`src/rtl/mips_datapath_memory_bus_master.sv`:
```
// mips_datapath_memory_bus_master: turns one pipeline memory-stage access
// (byte/half/word load or store) into a sequence of byte-bus transfers.
// Ports:
//   clk_i, rst_i            clock (rising edge), async active-high reset
//   byteEnable_i[1:0]       access size: 0 None, 1 Byte, 2 Half, 3 Word
//   byteExtend_i            load extension: 0 Unsigned, 1 Signed
//   writeEnable_i           1 = store, 0 = load
//   req_i, addr_i, data_i   request, base byte address, store data
//   out_o                   registered, extended load result
//   stall_o                 pipeline hold
//   fault_o                 misalignment pulse (only with the macro below)
//   busValid_o, busWrite_o, busAddr_o, busWData_o   byte-bus request
//   busReady_i, busRData_i  byte-bus response
// Build option: define MIPS_DATAPATH_MEMORY_BUS_MASTER_ALIGN_CHECK_EN to
// reject misaligned half/word accesses without any bus cycles.
module mips_datapath_memory_bus_master #(
    parameter int ADDR_W = 32
) (
    input  logic              clk_i,
    input  logic              rst_i,
    input  logic [1:0]        byteEnable_i,
    input  logic              byteExtend_i,
    input  logic              writeEnable_i,
    input  logic              req_i,
    input  logic [ADDR_W-1:0] addr_i,
    input  logic [31:0]       data_i,
    output logic [31:0]       out_o,
    output logic              stall_o,
    output logic              fault_o,
    output logic              busValid_o,
    output logic              busWrite_o,
    output logic [ADDR_W-1:0] busAddr_o,
    output logic [7:0]        busWData_o,
    input  logic              busReady_i,
    input  logic [7:0]        busRData_i
);

    localparam logic [1:0] BE_NONE = 2'd0;
    localparam logic [1:0] BE_BYTE = 2'd1;
    localparam logic [1:0] BE_HALF = 2'd2;

    typedef enum logic [1:0] {IDLE, XFER, DONE} state_t;

    state_t            state_q, state_d;
    logic [1:0]        count_q;
    logic [1:0]        last_q;
    logic [ADDR_W-1:0] base_q;
    logic [31:0]       wdata_q;
    logic              we_q;
    logic              ext_q;
    logic [31:0]       lanes_q, lanes_d;
    logic [31:0]       out_q, out_d;

    logic       start;
    logic       misalign;
    logic       handshake;
    logic       last_beat;
    logic [1:0] last_idx;

    assign start = req_i & (byteEnable_i != BE_NONE);

    // Index of the final byte: 0 for Byte, 1 for Half, 3 for Word.
    always_comb begin
        last_idx = 2'd3;
        if (byteEnable_i == BE_BYTE) last_idx = 2'd0;
        if (byteEnable_i == BE_HALF) last_idx = 2'd1;
    end

`ifdef MIPS_DATAPATH_MEMORY_BUS_MASTER_ALIGN_CHECK_EN
    assign misalign = (last_idx == 2'd1 & addr_i[0])
                    | (last_idx == 2'd3 & addr_i[1:0] != 2'd0);
`else
    assign misalign = 1'b0;
`endif

    assign handshake = (state_q == XFER) & busReady_i;
    assign last_beat = handshake & (count_q == last_q);

    // State register
    always_ff @(posedge clk_i or posedge rst_i) begin
        if (rst_i) state_q <= IDLE;
        else       state_q <= state_d;
    end

    // Next-state logic
    always_comb begin
        state_d = state_q;
        unique case (state_q)
            IDLE: if (start) state_d = misalign ? DONE : XFER;
            XFER: if (last_beat) state_d = DONE;
            DONE: state_d = IDLE;
            default: state_d = IDLE;
        endcase
    end

    // Output logic
    always_comb begin
        stall_o    = ((state_q == IDLE) & start) | (state_q == XFER);
        busValid_o = (state_q == XFER);
        busWrite_o = (state_q == XFER) & we_q;
        busAddr_o  = base_q + ADDR_W'(count_q);
        busWData_o = wdata_q[{count_q, 3'b000} +: 8];
    end

    // Lane merge of the byte arriving on this handshake
    always_comb begin
        lanes_d = lanes_q;
        if (handshake & ~we_q) lanes_d[{count_q, 3'b000} +: 8] = busRData_i;
    end

    // Extension uses the merged lanes so the last byte lands in out
    // on the same edge that enters DONE.
    always_comb begin
        unique case (last_q)
            2'd0:    out_d = {{24{ext_q & lanes_d[7]}}, lanes_d[7:0]};
            2'd1:    out_d = {{16{ext_q & lanes_d[15]}}, lanes_d[15:0]};
            default: out_d = lanes_d;
        endcase
    end

    always_ff @(posedge clk_i or posedge rst_i) begin
        if (rst_i) begin
            count_q <= 2'd0;
            last_q  <= 2'd0;
            base_q  <= '0;
            wdata_q <= 32'd0;
            we_q    <= 1'b0;
            ext_q   <= 1'b0;
            lanes_q <= 32'd0;
            out_q   <= 32'd0;
        end else begin
            if ((state_q == IDLE) & start) begin
                count_q <= 2'd0;
                last_q  <= last_idx;
                base_q  <= addr_i;
                wdata_q <= data_i;
                we_q    <= writeEnable_i;
                ext_q   <= byteExtend_i;
            end
            if (handshake) begin
                count_q <= count_q + 2'd1;
                lanes_q <= lanes_d;
            end
            if (last_beat & ~we_q) out_q <= out_d;
        end
    end

    assign out_o = out_q;

`ifdef MIPS_DATAPATH_MEMORY_BUS_MASTER_ALIGN_CHECK_EN
    logic fault_q;

    // High only for the DONE cycle that follows a rejected request.
    always_ff @(posedge clk_i or posedge rst_i) begin
        if (rst_i) fault_q <= 1'b0;
        else       fault_q <= (state_q == IDLE) & start & misalign;
    end

    assign fault_o = fault_q;
`else
    assign fault_o = 1'b0;
`endif

endmodule

```
`config.mk`:
```
export PLATFORM = sky130hd
export DESIGN_NAME = mips_datapath_memory_bus_master
export DESIGN_NICKNAME = d
export VERILOG_FILES = /design/src/rtl/mips_datapath_memory_bus_master.sv
export SDC_FILE = /design/constraint.sdc
export NUM_CORES = 1
export LEC_CHECK = 0
export BUFFER_PORTS_ARGS = -buffer_cell sky130_fd_sc_hd__buf_4
export CAP_MARGIN = 5
export CORE_MARGIN = 5
export CORE_UTILIZATION = 30
export CTS_BUF_LIST = sky130_fd_sc_hd__clkbuf_16
export CTS_CLUSTER_SIZE = 8
export DETAILED_ROUTE_END_ITERATION = 7
export PLACE_DENSITY_LB_ADDON = 0.15
export SYNTH_ARGS = -nofsm -noshare
export SYNTH_HDL_FRONTEND = slang
export SYNTH_SLANG_ARGS = --single-unit
```
`constraint.sdc`:
```
create_clock -name clk_i -period 8.6 [get_ports clk_i]
set_input_delay 0.86 -clock clk_i [delete_from_list [all_inputs] [get_ports clk_i]]
set_output_delay 0.86 -clock clk_i [all_outputs]
set_load 0.05 [all_outputs]
```
Word-level counts from Yosys, hierarchy flattened

Index checks and enable logic that the tools add are counted.

Word-level logic and storage cells: 48
Register bits: 136
Bits of input ports: 80
Output and inout port bits: 76

Bitwise gates (word level): 11
Shift operators: 3
Eq/ne operators: 7
$add $sub $neg: 3
Muxes and demuxes: 10
Reductions and logical operators: 5

Operator list:

| operator                 | number |
|---|---|
| $pmux W32 S2             | 1 |
| $add A32 B2 Y32          | 1 |
| $bwmux W32               | 1 |
| $mux W32                 | 1 |
| $shift A8 B7 Y32 const A | 1 |
| $shiftx A32 B6 Y8        | 1 |
| $shiftx A8 B7 Y32        | 1 |
| $mux W2                  | 6 |
| $and A1 B1 Y1            | 9 |
| $neg A5 Y7               | 1 |
| $eq A2 B1 Y1 const B     | 3 |
| $logic_not A2 Y1         | 2 |
| $pmux W2 S2              | 1 |
| $reduce_bool A2 Y1       | 2 |
| $add A2 B1 Y2 const B    | 1 |
| $eq A2 B2 Y1             | 1 |
| $eq A2 B2 Y1 const B     | 1 |
| $ne A2 B1 Y1 const B     | 1 |
| $ne A2 B2 Y1 const B     | 1 |
| $reduce_and A2 Y1        | 1 |
| $not A1 Y1               | 1 |
| $or A1 B1 Y1             | 1 |

Logic depth before layout (Yosys ltp)

Gate-level depths: netlist (run 1).

Depth in word-level cells: 6
Mapped depth: 10
Mapped depth without buffers: 6

Least setup slack after synthesis (run 1)

Ideal clock, no wire load.

Kind: register to output
Start: register count_q[1]
End: output port busAddr_o[21]
Stages on the path, launching flop included: 6
Arrival time: 2.312 ns
Setup slack: 5.428 ns
Buffers on the path: 0
Cells stage by stage: dfrtp_1 -> ha_1 -> a21oi_1 -> nor4_4 -> nand4_1 -> xnor2_1

Cells in the longest elaborated chain, start to end: 1

RTL lines:

| what                   | RTL line | RTL |
|---|---|---|
| start, declared        | 45       | `logic [1:0] count_q;` |
| start signal, assigned | 141      | `count_q <= count_q + 2'd1;` |
| $add A32 B2 Y32        | 101      | `busAddr_o = base_q + ADDR_W'(count_q);` |
| end, declared          | 32       | `output logic [ADDR_W-1:0] busAddr_o,` |

Every way passes these cells.

Worst setup path in the final report (run 1)

Start: register count_q[1]
End: output port busAddr_o[29]

Same word-level chain as after synthesis.

==> run summary, run 1 <==
Status - complete, no violations
Antenna Cells - 0
Worst Tran Pin Value - 1078 ps
Area growth syn-to-layout - 31.27%
Arrival time at the worst endpoint - 2890 ps
First drt pass iteration count - 4
PortBufs - 154
Clock latency on the worst-skew pair - 420 ps
Core area - 21620 µm²
Period minus WS final - 3754 ps
Routed Antenna Nets - 0
FF-to-FF End - out_o[21]$_DFFE_PP0P_
H-tree depth - 4
Part of the Yosys area used for sequential elements - 0.5202
Gr usage total - 0.1440
R2R Setup Slk - 5660 ps
VDD IR max - 0.2806 mV
Pin count of the biggest net entering global routing - 84
Crit path capture - busAddr_o[29]
Static Leak - 3.874 nW
Crit path launch - count_q[1]$_DFFE_PP0P_
Period utilisation layout - 0.4365
Final nets - 782
Residual DRC - 0
Share of cells above drive strength 1 - 0.4193
Layout Skew - 10.53 ps
Vias in the first global route - 5119
Avg Vias per Cell - 4.808
Hold crit path type - register to register
Io pins - 156
First-iteration detailed-routing DRC count - 196
Largest cells by area after synthesis - dfrtp_1, mux2_2, xnor2_1
Die ar. - 24860 µm²
Yosys reg bits - 136
PD cells - 464.1 nW/µm²
Grt ovf - 0
CP max stage delay - 660 ps
CTS Buf Count - 17
Synth cell types - 42
# clock sinks - 136
Clk buf depth - 2
Vias - 4741
Routability cong. - 0.7915
Std-Cell Rows - 54
Crit-path cells - ha_1 > a21oi_1 > nor4_4 > nand4_1 > xnor2_1 > buf_4
Setup Buffers After CTS - 0
Worst r2r path cells - 6
Final Max Tran Viols - 0
Reg2reg start - count_q[1]$_DFFE_PP0P_
Post-Synthesis Cells - 547
Hold_buf cts - 0
Final setup viols - 0
Buf/Inv on CP - 1
Worst-path fanout max - 15
DRT Wirelength - 17.39 mm
Hold Crit Depth - 2
CP Depth - 6
Peak Freq - 0.2664 GHz
Count of maximum capacitance violations - 0
Starting Density - 0.3026
Most frequent standard cell in the layout excluding fill and tap cells - buf_4
Syn avg cell area - 11.96 µm²
Worst relative slew slack - 0.2816
CTS Root Cell - clkbuf_16
Filler cells - 2157
Drt wl/cell - 17.63 µm
Fin util - 0.3972
Family with the most delay on the worst path - simple AND/OR/NAND/NOR gates
Initial antenna violation count - 0
Setup_tns - 0 ps
Yosys warns - 0
TritonCTS clock tree - yes
RSZ-0062 raised after global routing - no
Share of the synthesized area in the top cell type - 0.5202
Slowest cell on the critical path - dfrtp_1
Critical Path End Type - output port
Global-route wire length before repair - 27.74 mm
Ys async rst share - 1.000
Post-synth design cell area - 6543 µm²
Die Ht - 157.7 µm
Dpl hpwl - 12.23 mm
Post-synth EDFFs - 0
Commonest cells after routing, fill and taps aside - buf_4, dfrtp_1, mux2_2
Main synth FF type - dfrtp_1
CTS clk-pin slew, worst paths - 60 ps
Syn Nets - 636
Crit start category - register
Die X - 157.7 µm
CP Class - register to output port
CP required - 7740 ps
Leading area contributor after synthesis - dfrtp_1
Cts repair resizes - 0
Hold Violations, Final - 0
[registers in the layout, summed over array words and instances (netlist names)]
| name | cells |
|---|---|
| lanes_q | 32 |
| last_q | 2 |
| ext_q | 1 |
| state_q | 2 |
| base_q | 32 |
| we_q | 1 |
| wdata_q | 32 |
| out_o | 32 |
| count_q | 2 |
[worst min-delay path by stage]
stage,slack (ps),to,start
2_1_floorplan,430,lanes_q[0]$_DFFE_PP0N_,lanes_q[0]$_DFFE_PP0N_
3_3_place_gp,440,lanes_q[5]$_DFFE_PP0N_,lanes_q[5]$_DFFE_PP0N_
3_5_place_dp,450,lanes_q[6]$_DFFE_PP0N_,lanes_q[6]$_DFFE_PP0N_
4_1_cts,460,lanes_q[6]$_DFFE_PP0N_,lanes_q[6]$_DFFE_PP0N_
5_1_grt,490,lanes_q[5]$_DFFE_PP0N_,lanes_q[5]$_DFFE_PP0N_
6_report,460,lanes_q[6]$_DFFE_PP0N_,lanes_q[6]$_DFFE_PP0N_
[power breakdown]
part / switching, mW / internal (mW) / total (mW) / leakage (nW)
logic: 1.26 / 0.718 / 1.98 / 1.87
registers: 0.239 / 0.945 / 1.18 / 1.68
clock network: 0.280 / 0.540 / 0.820 / 0.324
total: 1.78 / 2.20 / 3.99 / 3.87
[kinds of logic after synthesis]
group,share of synthesized area
compound gates,0.09849
simple gates,0.1492
fa+ha+maj,0.01836
other cells,0.0005732
xor+xnor,0.04284
flops,0.5202
buf+inv,0.02869
mux,0.1417
[area by class of cell]
| cell class | count | area, µm² | area share |
|---|---|---|---|
| Inverter | 7 | 31.28 | 0.003642 |
| Clock inverter | 15 | 234.0 | 0.02724 |
| Multi-Input combinational cell | 373 | 2958 | 0.3444 |
| Tap cell | 280 | 350.3 | 0.04079 |
| Timing Repair Buffer | 158 | 1186 | 0.1381 |
| Clock buffer | 17 | 425.4 | 0.04953 |
| Sequential cell | 136 | 3403 | 0.3963 |
[worst min-delay path, cell delays in order (launching register included)]
cell and delay, ps:
dfrtp_1 320, nand2_1 60, nand2_1 50
[cells in the mapped netlist (all sizes together) (5+ instances only)]
cell      n
dfrtp   136
mux2     66
nand2    38
nor2     33
xnor2    27
o21ai    26
a31oi    25
nand3    23
and4     21
buf      20
a21boi   16
nand4    16
or2      16
a21oi    12
clkbuf   11
ha        8
mux4      8
o22a      8
inv       7
xor2      5
[routing by layer]
layer  global-route usage  wire length (µm)  vias up
met1               0.1779              7451     2308
met5                    0                 0        -
li1                     -                 -     2268
met2               0.2209              7888      142
met3              0.07436              1699       23
met4              0.04220               348        0
[metrics by stage]
stage               cell area, µm²  hold WS (ps)  setup slack, ps  cells  total power [mW]
finish                        8588         462.9             4847    986             3.985
floorplan                     6543         433.2             4101    547             2.620
CTS                           8588         463.8             4799    986             4.038
detailed placement            7929         450.5             5250    954             3.201
global route                  8588         486.3             4565    986             4.219
global placement              7929         443.4             5341    954             3.166
(Power assumes the default switching activity.)
==> run 2: changes to the inputs <==
- clock period: 8.6 -> 3.5 ns (I/O delays scaled with it)
==> run summary, run 2 (synthesized netlist as in run 1, its figures left out) <==
Antenna Cells - 0 (unchanged)
Cts repair resizes - 0 (unchanged)
Area growth syn-to-layout - 31.31% (was 31.27%)
RSZ-0062 raised after global routing - no (unchanged)
Final Max Tran Viols - 0 (unchanged)
H-tree depth - 4 (unchanged)
Die ar. - 24860 µm² (unchanged)
Worst r2r path cells - 6 (unchanged)
CP required - 3150 ps (was 7740 ps)
Dpl hpwl - 12.46 mm (was 12.23 mm)
Critical Path End Type - output port (unchanged)
Initial antenna violation count - 0 (unchanged)
Peak Freq - 0.3291 GHz
CP Class - register to output port (unchanged)
Std-Cell Rows - 54 (unchanged)
CTS Buf Count - 17 (unchanged)
Comb power frac - 0.512 (was 0.497)
Clk buf depth - 2 (unchanged)
Die Ht - 157.7 µm (unchanged)
DP Cell Count - 959 (was 954)
Top routing layer used - met4 (unchanged)
VDD IR max - 0.6159 mV (was 0.2806 mV)
Avg Vias per Cell - 4.847 (was 4.808)
Routed Antenna Nets - 0 (unchanged)
Crit-path cells - ha_1 > fa_1 > nand2_1 > nor4_4 > nand4_1 > xnor2_1 > buf_4 (was ha_1 > a21oi_1 > nor4_4 > nand4_1 > xnor2_1 > buf_4)
Vias - 4803 (was 4741)
Worst Tran Pin Value - 925.1 ps (was 1078 ps)
First drt pass iteration count - 4 (unchanged)
Period utilisation layout - 0.8682
Period minus WS final - 3039 ps
Die X - 157.7 µm (unchanged)
Vias in the first global route - 5056 (was 5119)
CTS clk-pin slew, worst paths - 60 ps (about the same)
Final nets - 787 (was 782)
Hold Violations, Final - 0 (unchanged)
FF-to-FF End - out_o[22]$_DFFE_PP0P_ (was out_o[21]$_DFFE_PP0P_)
M1 WL - 7.484 mm (was 7.451 mm)
Pin count of the biggest net entering global routing - 56 (was 84)
Routability cong. - 0.8011 (was 0.7915)
Arrival time at the worst endpoint - 2690 ps (was 2890 ps)
Crit start category - register (unchanged)
Residual DRC - 0 (unchanged)
Slowest cell on the critical path - dfrtp_1 (unchanged)
Share of cells above drive strength 1 - 0.4219 (was 0.4193)
PortBufs - 154 (unchanged)
DRT Wirelength - 17.18 mm (was 17.39 mm)
Commonest cells after routing, fill and taps aside - buf_4, dfrtp_1, mux2_2 (unchanged)
DR WL met3 - 1.643 mm (was 1.699 mm)
Clk pwr share - 0.187 (was 0.206)
Drt wl/cell - 17.34 µm (was 17.63 µm)
Filler cells - 2153 (was 2157)
Worst-path fanout max - 10 (was 15)
Worst relative slew slack - 0.3820 (was 0.2816)
Grt ovf - 0 (unchanged)
Switch share - 0.4569 (was 0.4472)
Core area - 21620 µm² (unchanged)
Sequential power share - 0.301 (was 0.297)
Global-route wire length before repair - 27.20 mm (was 27.74 mm)
Starting Density - 0.3026 (unchanged)
Gr usage total - 0.1396 (was 0.1440)
Status - complete, no violations (unchanged)
PD cells - 1120 nW/µm² (was 464.1 nW/µm²)
Crit path launch - count_q[0]$_DFFE_PP0P_ (was count_q[1]$_DFFE_PP0P_)
First-iteration detailed-routing DRC count - 193 (was 196)
P_int - 5.225 mW (was 2.203 mW)
Switch Pwr - 4.397 mW (was 1.782 mW)
CTS Root Cell - clkbuf_16 (unchanged)
Setup Buffers After CTS - 0 (unchanged)
CP max stage delay - 560 ps (was 660 ps)
Setup_tns - 0 ps (unchanged)
Most frequent standard cell in the layout excluding fill and tap cells - buf_4 (unchanged)
Io pins - 156 (unchanged)
Static Leak - 3.871 nW (was 3.874 nW)
Final setup viols - 0 (unchanged)
Layout Skew - 7.312 ps (was 10.53 ps)
Met2 WL - 7.808 mm (was 7.888 mm)
Clock latency on the worst-skew pair - 420 ps (about the same)
Crit path capture - busAddr_o[26] (was busAddr_o[29])
TritonCTS clock tree - yes (unchanged)
R2R Setup Slk - 950 ps (was 5660 ps)
Reg2reg start - count_q[0]$_DFFE_PP0P_ (was count_q[1]$_DFFE_PP0P_)
Hold_buf cts - 0 (unchanged)
Hold crit path type - primary input to asynchronous set/reset pin (was register to register)
# clock sinks - 136 (unchanged)
Fin cells - 991 (was 986)
Count of maximum capacitance violations - 0 (unchanged)
==> run 2: area by class of cell <==
type                            count  area, µm²  area share
Multi-Input combinational cell    373       2958      0.3443
Inverter                            7      30.03    0.003495
Clock buffer                       17      425.4     0.04952
Tap cell                          280      350.3     0.04078
Timing Repair Buffer              163       1261      0.1468
Clock inverter                     15      162.7     0.01893
Sequential cell                   136       3403      0.3962
==> run 2: power by group through the flow <==
stage                     sequential, mW  clock, mW  combinational (mW)
final                               2.89       1.80                4.93
after global routing                3.00       1.92                5.23
after CTS                           2.91       1.84                4.99
after detailed placement            2.93          0                4.97
after global placement              2.90          0                4.92
after floorplan                     3.39          0                3.05
==> run 2: metrics by stage <==
step	power (mW)	area, µm²	util	hold WS [ps]	setup slack (ps)
6_report	9.622	8591	0.3973	126.9	461.2
4_1_cts	9.738	8591	0.3973	139.4	431.9
2_1_floorplan	6.438	6546	-	433.2	837.6
3_5_place_dp	7.904	8003	0.3701	451.6	914.9
3_3_place_gp	7.816	8003	0.3701	445.1	1017
5_1_grt	10.15	8591	0.3973	136.3	266.4
==> run 2: worst min path at each step <==
stage                                start                 endpoint  slack [ps]  depth (start not counted)
global placement    lanes_q[0]$_DFFE_PP0N_   lanes_q[0]$_DFFE_PP0N_         450                          2
floorplan           lanes_q[0]$_DFFE_PP0N_   lanes_q[0]$_DFFE_PP0N_         430                          2
global route                    data_i[27]  wdata_q[27]$_DFFE_PP0P_         140                          2
CTS                                  rst_i  wdata_q[27]$_DFFE_PP0P_         140                          2
detailed placement  lanes_q[4]$_DFFE_PP0N_   lanes_q[4]$_DFFE_PP0N_         450                          2
finish                               rst_i     out_o[4]$_DFFE_PP0P_         130                          2
==> run 2: critical path: cells and delay by family, from the launching register on <==
kind | cells | cell delay [ps]
and+or+nand+nor | 3 | 780
DFF | 1 | 560
adders and majority gates | 2 | 490
buffers and inverters | 1 | 230
xor gates and xnor gates | 1 | 210
==> run 2: routing by layer <==
layer  GRT usage  up-vias
met4     0.03892        0
li1            -     2281
met2      0.2120      143
met5           0        -
met1      0.1798     2360
met3     0.06452       19
